<file path="src/rtl/alu_issue_stage.sv">
// alu_issue_stage
//   Sits in front of a 16-bit combinational ALU.
//   - It queues operand/opcode commands in a DEPTH-entry FIFO.
//   - It presents the FIFO head to the ALU.
//   - It registers the ALU result into a valid/ready output stage.
//   - It counts the results that the consumer accepts.
//
// Optional feature: define ALU_ISSUE_FLAGS_EN to add the registered out_zero
// and out_neg result flags.
//
// Ports
//   clk, rst              clock, synchronous active-high reset
//   in_valid/in_ready     command handshake; in_a, in_b, in_opcode payload
//   alu_a/alu_b/alu_opcode
//                         FIFO head fields to the ALU, or zero when empty
//   alu_result            combinational ALU result for the current head
//   out_valid/out_ready   result handshake; out_result, out_opcode payload
//   fifo_count            number of commands held in the FIFO
//   done_count            results accepted by the consumer (wraps)
//   out_zero, out_neg     result flags (present only with ALU_ISSUE_FLAGS_EN)
module alu_issue_stage #(
    parameter int DEPTH = 4,
    parameter int CNT_W = 16
) (
    input  logic                     clk,
    input  logic                     rst,
    input  logic                     in_valid,
    output logic                     in_ready,
    input  logic [15:0]              in_a,
    input  logic [15:0]              in_b,
    input  logic [2:0]               in_opcode,
    output logic [15:0]              alu_a,
    output logic [15:0]              alu_b,
    output logic [2:0]               alu_opcode,
    input  logic [15:0]              alu_result,
    output logic                     out_valid,
    input  logic                     out_ready,
    output logic [15:0]              out_result,
    output logic [2:0]               out_opcode,
    output logic [$clog2(DEPTH):0]   fifo_count,
    output logic [CNT_W-1:0]         done_count
`ifdef ALU_ISSUE_FLAGS_EN
    ,
    output logic                     out_zero,
    output logic                     out_neg
`endif
);

    localparam int AW = $clog2(DEPTH);
    localparam int CW = AW + 1;

    typedef enum logic {
        S_EMPTY = 1'b0,
        S_FULL  = 1'b1
    } state_t;

    state_t          r_state;
    logic [15:0]     r_mem_a  [DEPTH];
    logic [15:0]     r_mem_b  [DEPTH];
    logic [2:0]      r_mem_op [DEPTH];
    logic [AW-1:0]   r_head;
    logic [AW-1:0]   r_tail;
    logic [CW-1:0]   r_count;
    logic [15:0]     r_result;
    logic [2:0]      r_opcode;
    logic [CNT_W-1:0] r_done;
`ifdef ALU_ISSUE_FLAGS_EN
    logic            r_zero;
    logic            r_neg;
`endif

    logic w_nonempty;
    logic w_push;
    logic w_pop;
    logic w_accept;

    assign w_nonempty = (r_count != '0);
    // A full FIFO refuses commands even when a pop happens in the same
    // cycle, so in_ready depends only on registered state.
    assign in_ready   = (r_count < CW'(DEPTH));
    assign w_push     = in_valid & in_ready;
    assign out_valid  = (r_state == S_FULL);
    assign w_accept   = out_valid & out_ready;
    assign w_pop      = w_nonempty & (~out_valid | out_ready);

    assign out_result = r_result;
    assign out_opcode = r_opcode;
    assign fifo_count = r_count;
    assign done_count = r_done;
`ifdef ALU_ISSUE_FLAGS_EN
    assign out_zero   = r_zero;
    assign out_neg    = r_neg;
`endif

    always_comb begin
        alu_a      = '0;
        alu_b      = '0;
        alu_opcode = '0;
        if (w_nonempty) begin
            alu_a      = r_mem_a[r_head];
            alu_b      = r_mem_b[r_head];
            alu_opcode = r_mem_op[r_head];
        end
    end

    always_ff @(posedge clk) begin
        if (rst) begin
            r_state  <= S_EMPTY;
            r_head   <= '0;
            r_tail   <= '0;
            r_count  <= '0;
            r_result <= '0;
            r_opcode <= '0;
            r_done   <= '0;
`ifdef ALU_ISSUE_FLAGS_EN
            r_zero   <= 1'b0;
            r_neg    <= 1'b0;
`endif
        end else begin
            if (w_push) begin
                r_mem_a[r_tail]  <= in_a;
                r_mem_b[r_tail]  <= in_b;
                r_mem_op[r_tail] <= in_opcode;
                r_tail           <= r_tail + AW'(1);
            end

            if (w_pop) begin
                r_result <= alu_result;
                r_opcode <= r_mem_op[r_head];
                r_head   <= r_head + AW'(1);
`ifdef ALU_ISSUE_FLAGS_EN
                r_zero   <= (alu_result == '0);
                r_neg    <= alu_result[15];
`endif
            end

            // In FULL, a pop implies out_ready, so FULL with a pop stays
            // FULL back-to-back.
            if (r_state == S_EMPTY) begin
                if (w_pop) r_state <= S_FULL;
            end else begin
                if (out_ready && !w_pop) r_state <= S_EMPTY;
            end

            if (w_push && !w_pop) begin
                r_count <= r_count + CW'(1);
            end else if (!w_push && w_pop) begin
                r_count <= r_count - CW'(1);
            end

            if (w_accept) begin
                r_done <= r_done + CNT_W'(1);
            end
        end
    end

endmodule

</file>
<file path="config.mk">
export PLATFORM = sky130hd
export DESIGN_NAME = alu_issue_stage
export DESIGN_NICKNAME = d
export VERILOG_FILES = /design/src/rtl/alu_issue_stage.sv
export SDC_FILE = /design/constraint.sdc
export NUM_CORES = 1
export LEC_CHECK = 0
export CAP_MARGIN = 10
export CORE_MARGIN = 4
export CORE_UTILIZATION = 52
export CTS_CLUSTER_DIAMETER = 100
export CTS_CLUSTER_SIZE = 30
export DETAILED_ROUTE_END_ITERATION = 12
export PLACE_DENSITY = 0.79
export SLEW_MARGIN = 20
export SYNTH_ARGS = -nofsm -noshare
export SYNTH_HDL_FRONTEND = slang
export SYNTH_SLANG_ARGS = --single-unit
</file>
<file path="constraint.sdc">
create_clock -name clk -period 2.5 [get_ports clk]
set_input_delay 0.375 -clock clk [delete_from_list [all_inputs] [get_ports clk]]
set_output_delay 0.375 -clock clk [all_outputs]
set_load 0.03 [all_outputs]
</file>
==> results of run 1 <==
critical path, stage by stage, from the launching register on:
cell and delay (ns):
dfxtp_2 0.40, buf_12 0.20, mux4_2 0.50, nor2b_1 0.16
dlygate4sd2_1 0.36
report_power, final:
group | internal (mW) | switching, mW | total [mW] | leakage (nW)
Sequential | 3.57 | 0.140 | 3.71 | 1.64
Combinational | 1.43 | 1.96 | 3.38 | 1.36
Clock | 1.58 | 1.08 | 2.65 | 0.296
Total | 6.58 | 3.18 | 9.75 | 3.29
sequential cells by signal, summed over array words and instances, names as in the netlist, 3 cells and up, named ones only:
name        count
fifo_count      3
out_opcode      3
out_result     16
r_mem_b        64
r_mem_op       12
r_mem_a        64
done_count     16
routing by layer:
| metal | vias to the layer above | wire, µm |
|---|---|---|
| li1 | 1946 | - |
| met1 | 2063 | 5990 |
| met2 | 132 | 6780 |
| met3 | 14 | 1090 |
| met4 | 0 | 175 |
| met5 | - | 0 |
layout by cell type (no fill, tap or decap), types with 3 or more instances in the layout:
| cell | synthesis | routed |
|---|---|---|
| ha_1 | 6 | 6 |
| buf_12 | 0 | 11 |
| clkbuf_2 | 1 | 4 |
| buf_4 | 3 | 19 |
| clkbuf_16 | 0 | 19 |
| edfxtp_1 | 140 | 140 |
| nor2_1 | 25 | 25 |
| nand2b_1 | 3 | 3 |
| inv_1 | 6 | 6 |
| nand3_1 | 6 | 6 |
| nor3_1 | 4 | 3 |
| xnor2_1 | 8 | 8 |
| and2_2 | 0 | 4 |
| nand4_2 | 3 | 3 |
| xor2_1 | 7 | 7 |
| dlygate4sd2_1 | 0 | 23 |
| a21oi_1 | 26 | 26 |
| mux4_2 | 35 | 35 |
| clkbuf_8 | 0 | 3 |
| nor2b_1 | 39 | 39 |
| dfxtp_1 | 45 | 43 |
| clkdlybuf4s50_1 | 0 | 94 |
| nand2_1 | 42 | 42 |
| a31o_2 | 3 | 3 |
cells by family after synthesis:
group / count (synthesis)
flops: 185
simple gates: 138
mux: 38
compound gates: 30
buf+inv: 28
xor+xnor: 15
fa+ha+maj: 7
through the flow:
stage                     hold WS, ns  setup WS (ns)  area (µm²)  instances
after floorplan                 0.474          0.189        7200        441
after CTS                       0.457        0.00331        9430        777
after detailed placement        0.448         0.0307        8870        745
after global routing            0.473       -0.00813        9460        782
after global placement          0.442         0.0534        8870        745
final                           0.455         0.0851        9460        782
what timing repair did:
action | 4_1_cts | 5_1_grt
setup buffers | 0 | 5
endpoints found under the setup margin | 29 | 17
endpoints found under the hold margin | 0 | 0
cloned | 0 | 0
resized for setup | 29 | 11
final cells by class:
type / instances / area (µm²)
Clock buffer: 24 / 524
Clock inverter: 8 / 76.3
Fill cell: 915 / 3940
Inverter: 7 / 26.3
Multi-Input combinational cell: 228 / 1950
Sequential cell: 185 / 5110
Tap cell: 176 / 220
Timing Repair Buffer: 154 / 1560
worst max path at each step:
stage / startpoint / endpoint / slack, ns / cells past startpoint
floorplan: out_valid / fifo_count[2] / 0.19 / 10
global placement: out_ready / fifo_count[2] / 0.05 / 10
detailed placement: out_ready / fifo_count[2] / 0.03 / 10
CTS: flip-flop / alu_a[1] / 0.003 / 4
global route: flip-flop / alu_b[9] / -0.008 / 4
finish: flip-flop / alu_a[6] / 0.09 / 4
synth_stat cells, types with 2 or more instances:
master,instances
ha_1,6
buf_6,4
nor2b_1,39
nor2_1,25
mux4_2,35
nand2_1,42
a31o_2,3
nand2b_1,3
nand3_1,6
a21oi_1,26
inv_1,6
buf_2,6
xnor2_1,8
clkbuf_1,6
edfxtp_1,140
dfxtp_1,45
nor3_1,4
and2_1,4
xor2_1,7
buf_4,3
nand4_2,3
nand4_1,2
and3_1,2
==> results.cfg, run 1 <==
[power_and_ir_drop]
power.density_nw_per_um2 = 1030
total_power_mw = 9.75
vdd_ir_drop_max_uv = 656
p_leak_nw = 3.29

[synth]
synth_simple_gate_area_share_pct = 10.1
synth-main-ff-cell = edfxtp_1
synth_area_leader_cell = edfxtp_1
async_flop_share_pct = 0
synth_area_um2 = 7200
synthXorXnorAreaFrac_pct = 1.82
ys_ff_latch = 185
synth_mux_area_share_pct = 11.5
seq_area_frac_synth_pct = 70.9
synth_area_leaders = edfxtp_1 58%, dfxtp_1 13%, mux4_2 11%, nor2b_1 3.4%, nand2_1 2.2%
ys_types = 39
yosys.area_share.adder_pct = 1.32
netlist.area_leader.share_pct = 58.4
synth_compound_area_share_pct = 2.24
syn-instance-count = 441
synth_edf_count = 140
synth_top_family_by_area = multiplexers
synth_nets = 503
post_synth.cell_area_avg_um2 = 16.3
yosys_warnings = 0

[finish]
drive_gt1_share_pct = 19.5
antenna_cells = 0
finish.utilization_pct = 70.6
nets = 655
areaGrowthSynthToFinish_pct = 31.4

[floorplan]
die_area_um2 = 15800
die_w_um = 126
core_um2 = 13400
die_h_um = 126
start_util_pct = 53.7
design.portCount = 130
rows = 42

[clock_network]
clk_latency_ns = 0.42
cts_hold_buf = 0
path_clk_slew_ns = 0.06
cts_buffers = 17
clock_sinks = 185
cts.htree.levels = 4
clk_path_buf_depth = 2
cts-root-buf = clkbuf_16
cts_tree = done

[min_path]
holdPathEnd = out_result[0]
min_path_type = reg2reg
whs_path_depth = 2
min_from = out_result[0]

[timing]
fin_crit_ns = 2.41
rsz0062_at_grt = yes
setup_violations = 0
max_slew_margin_pct = 69.0
worst_pin_slew_ns = 0.465
post-route-period-util_pct = 96.6
finalSetupTns_ns = 0
maxSlewViolCount = 0
fmax_mhz = 414
finClkSkew_ns = 0.00711
hold_viol = 0

[routing]
drc = 0
vias_per_cell = 5.31
drt_iter0_markers = 185
detail_route.first_pass.iterations = 4
routed_wl_um = 14000
vias = 4155
routedWlPerCell_um = 18.0
drtAntennaViolNets = 0

[grt]
gr-total-overflow = 0
grt_max_degree = 49
antenna_found_initial = 0
grt_pass1_vias = 4310
gr-max-usage-layer = met2
grtUsageTotal_pct = 18.6
grtUsageMet1_pct = 24.4
grt_pass1_wl_um = 22800
grt.met2_usage_pct = 29.7
use_met3_pct = 6.01

[worst_setup_path]
crit_type = reg2out
arrival_ns = 2.04
critPathMaxFanout = 17
critical_path.startpoint_type = flip-flop
end_kind = primary output
ff2ff_setup_slack_ns = 0.27
r2r_cells = 9
r2r_end = fifo_count[2]
r2r_start = fifo_count[2]
required_ns = 2.12

[placed_design]
gp_congestion = 0.812
dpl.hpwl_um = 8880
io_buffer_count = 129

[run]
maxCapViolations = 0

[outcome]
status = completed
No activity file was read; power rests on OpenSTA's default activity.
==> run 2, diff against run 1 <==
--- a/config.mk
+++ b/config.mk
@@ -6,11 +6,14 @@
 export NUM_CORES = 1
 export LEC_CHECK = 0
+export ABC_CLOCK_PERIOD_IN_PS = 2500
 export CAP_MARGIN = 10
+export CELL_PAD_IN_SITES_DETAIL_PLACEMENT = 1
+export CELL_PAD_IN_SITES_GLOBAL_PLACEMENT = 1
 export CORE_MARGIN = 4
-export CORE_UTILIZATION = 52
+export CORE_UTILIZATION = 43
 export CTS_CLUSTER_DIAMETER = 100
 export CTS_CLUSTER_SIZE = 30
 export DETAILED_ROUTE_END_ITERATION = 12
-export PLACE_DENSITY = 0.79
+export PLACE_DENSITY_LB_ADDON = 0.1
 export SLEW_MARGIN = 20
 export SYNTH_ARGS = -nofsm -noshare
==> constraint.sdc (replaced) <==
create_clock -name clk -period 2.5 [get_ports clk]
set_input_delay 0.25 -clock clk [delete_from_list [all_inputs] [get_ports clk]]
set_output_delay 0.25 -clock clk [all_outputs]
set_load 0.03 [all_outputs]
==> run 2 against run 1 <==
Clock skew is 0.0019 ns lower. First-iteration DRC count is 23% higher. Combinational power is 2% lower.
==> results.cfg, run 2 (synthesis results as in run 1) <==
[outcome]
status = completed

[power_and_ir_drop]
seqPwrFrac_pct = 38.1
clkPwrFrac_pct = 27.8
switching_share_pct = 33.4
p_sw_mw = 3.24
p_int_mw = 6.48
vdd_ir_drop_max_uv = 550
power.density_nw_per_um2 = 1030
p_leak_nw = 3.27
combPwrFrac_pct = 34.1

[finish]
antenna_cells = 0
nFillCells = 1540
largestRegisters = r_mem_a (64), r_mem_b (64)
finish.utilization_pct = 57.2
final_common_cell = edfxtp_1
drive_gt1_share_pct = 17.4
final_cell_mix = 140 x edfxtp_1, 94 x clkdlybuf4s50_1, 43 x dfxtp_1
areaGrowthSynthToFinish_pct = 31.3
nets = 648
final-instance-count-excl-fill = 819

[timing]
post-route-period-util_pct = 94.0
finClkSkew_ns = 0.00520
hold_viol = 0
fmax_mhz = 426
max_slew_margin_pct = 66.7
fin_crit_ns = 2.35
setup_violations = 0
maxSlewViolCount = 0
finalSetupTns_ns = 0
rsz0062_at_grt = no
worst_pin_slew_ns = 0.500

[clock_network]
clk_path_buf_depth = 2
clock_sinks = 185
post-cts-setup-buffer-count = 0
cts-root-buf = clkbuf_16
path_clk_slew_ns = 0.07
cts_buffers = 17
cts.htree.levels = 4
cts_tree = done
clk_latency_ns = 0.42

[worst_setup_path]
arrival_ns = 2.10
slowest_stage = mux4_2
path_buf_inv = 2
required_ns = 2.25
critical_path.startpoint_type = flip-flop
critPathMaxFanout = 11
cp_cell_sequence = buf_4 -> mux4_2 -> nor2b_1 -> dlygate4sd2_1
cp_slowest_stage_delay_ns = 0.54
crit_type = reg2out
end_kind = primary output
crit_family = buffers and inverters

[grt]
grtUsageTotal_pct = 17.3
antenna_found_initial = 0
grt_pass1_wl_um = 24400
gr-total-overflow = 0
grt_pass1_vias = 4469
grt_max_degree = 49

[placed_design]
gp_congestion = 0.741
io_buffer_count = 129
dpl.hpwl_um = 10200
placedCellCount = 787

[floorplan]
rows = 47
die_h_um = 137
design.portCount = 130
die_w_um = 137
die_area_um2 = 18900
start_util_pct = 43.6
core_um2 = 16500

[routing]
detail_route.first_pass.iterations = 4
vias_per_cell = 5.01
routed_wl_um = 15600
drt_iter0_markers = 227
drc = 0
routedWlPerCell_um = 19.1
vias = 4103
drtAntennaViolNets = 0

[run]
maxCapViolations = 0

[min_path]
min_path_type = in2reg
[run 2: power by group through the flow]
stage / Combinational (mW) / Clock (mW) / Sequential (mW)
after floorplan: 2.00 / 0 / 3.98
after global placement: 3.52 / 0 / 3.76
after detailed placement: 3.56 / 0 / 3.78
after CTS: 3.40 / 2.78 / 3.71
after global routing: 3.58 / 2.92 / 3.74
final: 3.32 / 2.70 / 3.71
[run 2: final cells by class]
cell class                      count  area, µm²  area share (%)
Timing Repair Buffer              147       1500            15.8
Clock buffer                       17        425            4.50
Sequential cell                   185       5110            54.0
Tap cell                          220        275            2.91
Inverter                            7       26.3           0.278
Multi-Input combinational cell    228       1950            20.6
Clock inverter                     15        173            1.83
[run 2: final timing paths]
kind / start / to / slack [ns] / cells past startpoint
setup / recovery: flip-flop / alu_b[4] / 0.15 / 4
hold / removal: alu_result[15] / out_result[15] / 0.39 / 3
setup reg to reg: fifo_count[2] / fifo_count[2] / 0.29 / 9
hold reg to reg: out_result[7] / out_result[7] / 0.46 / 2
[run 2: stage by stage]
stage               cell area (µm²)  worst slack (ns)  total power [mW]  hold WS [ns]
global route                   9450            0.0429              10.2         0.381
CTS                            9450             0.106              9.89         0.364
global placement               8890             0.149              7.28         0.442
finish                         9450             0.150              9.73         0.387
floorplan                      7200             0.189              5.98         0.349
detailed placement             8890            0.0881              7.34         0.451
[run 2: layer usage]
metal | global-route usage (%) | routed length, µm
met3 | 5.04 | 852
met1 | 22.0 | 6850
met2 | 29.0 | 7730
met5 | 0 | 0
met4 | 4.77 | 177
[run 2: worst reg2reg max path, cell delays in order, from the launching register on]
cell,delay [ns]
dfxtp_1,0.37
nor3_2,0.27
and2b_1,0.23
inv_2,0.05
ha_1,0.17
inv_1,0.07
fa_1,0.37
xor2_1,0.16
or3_1,0.32
a21oi_1,0.14
[run 2: what timing repair did]
item	CTS	global route
endpoints found under the setup margin	33	0
gates resized for setup	34	0
hold endpoints to repair	0	0
hold buffers	0	0
==> run 3, diff against run 2 <==
==> constraint.sdc (replaced) <==
create_clock -name clk -period 2.5 [get_ports clk]
set_input_delay 0.5 -clock clk [delete_from_list [all_inputs] [get_ports clk]]
set_output_delay 0.5 -clock clk [all_outputs]
set_load 0.03 [all_outputs]
==> run 3 against run 2 <==
Sequential share of layout area decreased by 0.84 points. Utilization increased by 0.93 points. Non-clock buffer count increased by 7. Via count increased by 1.2%. Cell area increased by 1.6%. Clock skew increased by 0.0060 ns.
==> results.cfg, run 3 (synthesis results as in run 1) <==
[routing]
detail_route.first_pass.iterations = 4
drtAntennaViolNets = 0
routedWlPerCell_um = 18.8
vias = 4152
routed_wl_um = 15500
drt_iter0_markers = 261
vias_per_cell = 5.03
drc = 0

[floorplan]
die_h_um = 137
die_area_um2 = 18900
start_util_pct = 43.6
die_w_um = 137
rows = 47
design.portCount = 130
core_um2 = 16500

[finish]
antenna_cells = 0
largestRegisters = r_mem_a (64), r_mem_b (64)
finish.utilization_pct = 58.1
nets = 655
final_common_cell = edfxtp_1
final-instance-count-excl-fill = 826
nFillCells = 1528
areaGrowthSynthToFinish_pct = 33.4
final_cell_mix = 140 x edfxtp_1, 94 x clkdlybuf4s50_1, 43 x dfxtp_1
drive_gt1_share_pct = 23.8

[worst_setup_path]
cp_slowest_stage_delay_ns = 0.54
cp_cell_sequence = buf_12 -> mux4_2 -> nor2b_1 -> clkdlybuf4s15_2
end_kind = primary output
critPathMaxFanout = 18
critical_path.startpoint_type = flip-flop
required_ns = 2.00
slowest_stage = mux4_2
crit_type = reg2out
arrival_ns = 1.97

[timing]
fin_crit_ns = 2.47
max_slew_margin_pct = 76.6
hold_viol = 0
maxSlewViolCount = 0
finalSetupTns_ns = 0
setup_violations = 0
fmax_mhz = 405
rsz0062_at_grt = yes
worst_pin_slew_ns = 0.349
post-route-period-util_pct = 98.6
finClkSkew_ns = 0.0112

[placed_design]
placedCellCount = 792
gp_congestion = 0.740
io_buffer_count = 129
dpl.hpwl_um = 10400

[grt]
grt_pass1_vias = 4533
gr-total-overflow = 0
grt_pass1_wl_um = 24700
antenna_found_initial = 0
grtUsageTotal_pct = 17.5
grt_max_degree = 28

[clock_network]
cts.htree.levels = 4
cts_buffers = 17
cts-root-buf = clkbuf_16
clk_path_buf_depth = 2
cts_tree = done
clk_latency_ns = 0.42
clock_sinks = 185
path_clk_slew_ns = 0.06

[power_and_ir_drop]
power.density_nw_per_um2 = 1020
p_leak_nw = 3.23
vdd_ir_drop_max_uv = 583

[min_path]
min_path_type = reg2reg

[run]
maxCapViolations = 0

[outcome]
status = completed
-- run 3: layout make-up --
class                      count  area [µm²]  area share [%]
clock buffer                  24         524            5.46
inverter                       7        26.3           0.273
sequential                   185        5110            53.2
tap                          220         275            2.86
clock inverter                 8        56.3           0.586
timing repair buffer         154        1670            17.3
multi-input combinational    228        1950            20.3
-- run 3: final timing paths --
path | startpoint | cells past startpoint | to | slack [ns]
setup reg to reg | fifo_count[0] | 9 | fifo_count[2] | 0.27
hold / removal | out_result[15] | 2 | out_result[15] | 0.46
setup / recovery | flip-flop | 4 | alu_opcode[0] | 0.03
hold reg to reg | out_result[15] | 2 | out_result[15] | 0.46
-- run 3: worst max-delay path, delay by kind of cell (launching register included) --
family	cells	cell delay (ns)
flops	1	0.37
buf+inv	2	0.48
mux	1	0.54
simple gates	1	0.15
-- run 3: power by group --
group          total, mW  switching (mW)  internal (mW)
logic               3.53            2.01           1.53
clock network       2.58            1.10           1.48
registers           3.72           0.140           3.58
total               9.83            3.25           6.58
-- run 3: per-stage QoR --
step / power [mW] / area, µm² / setup slack [ns] / hold WS, ns
6_report: 9.83 / 9610 / 0.0338 / 0.458
3_5_place_dp: 7.44 / 8970 / -0.150 / 0.449
5_1_grt: 10.4 / 9610 / -0.0544 / 0.479
4_1_cts: 9.97 / 9590 / -0.0351 / 0.458
3_3_place_gp: 7.37 / 8970 / -0.0462 / 0.441
2_1_floorplan: 5.98 / 7200 / 0.189 / 0.485
-- run 3: routing by layer --
metal / share of wire, % / wire length (µm) / GRT usage, % / up-vias
li1: - / - / - / 1941
met1: 43 / 6680 / 22.4 / 2081
met2: 51 / 7850 / 29.1 / 114
met3: 5.0 / 774 / 4.09 / 16
met4: 1.5 / 235 / 6.43 / 0
met5: 0 / 0 / 0 / -
-- run 3: timing repair --
action                                  4_1_cts  5_1_grt
hold buffers                                  0        0
resized for setup                            99        1
endpoints found under the hold margin         0        0
setup buffers                                 0        2
endpoints found under the setup margin       33       33
pin swaps                                     0        0
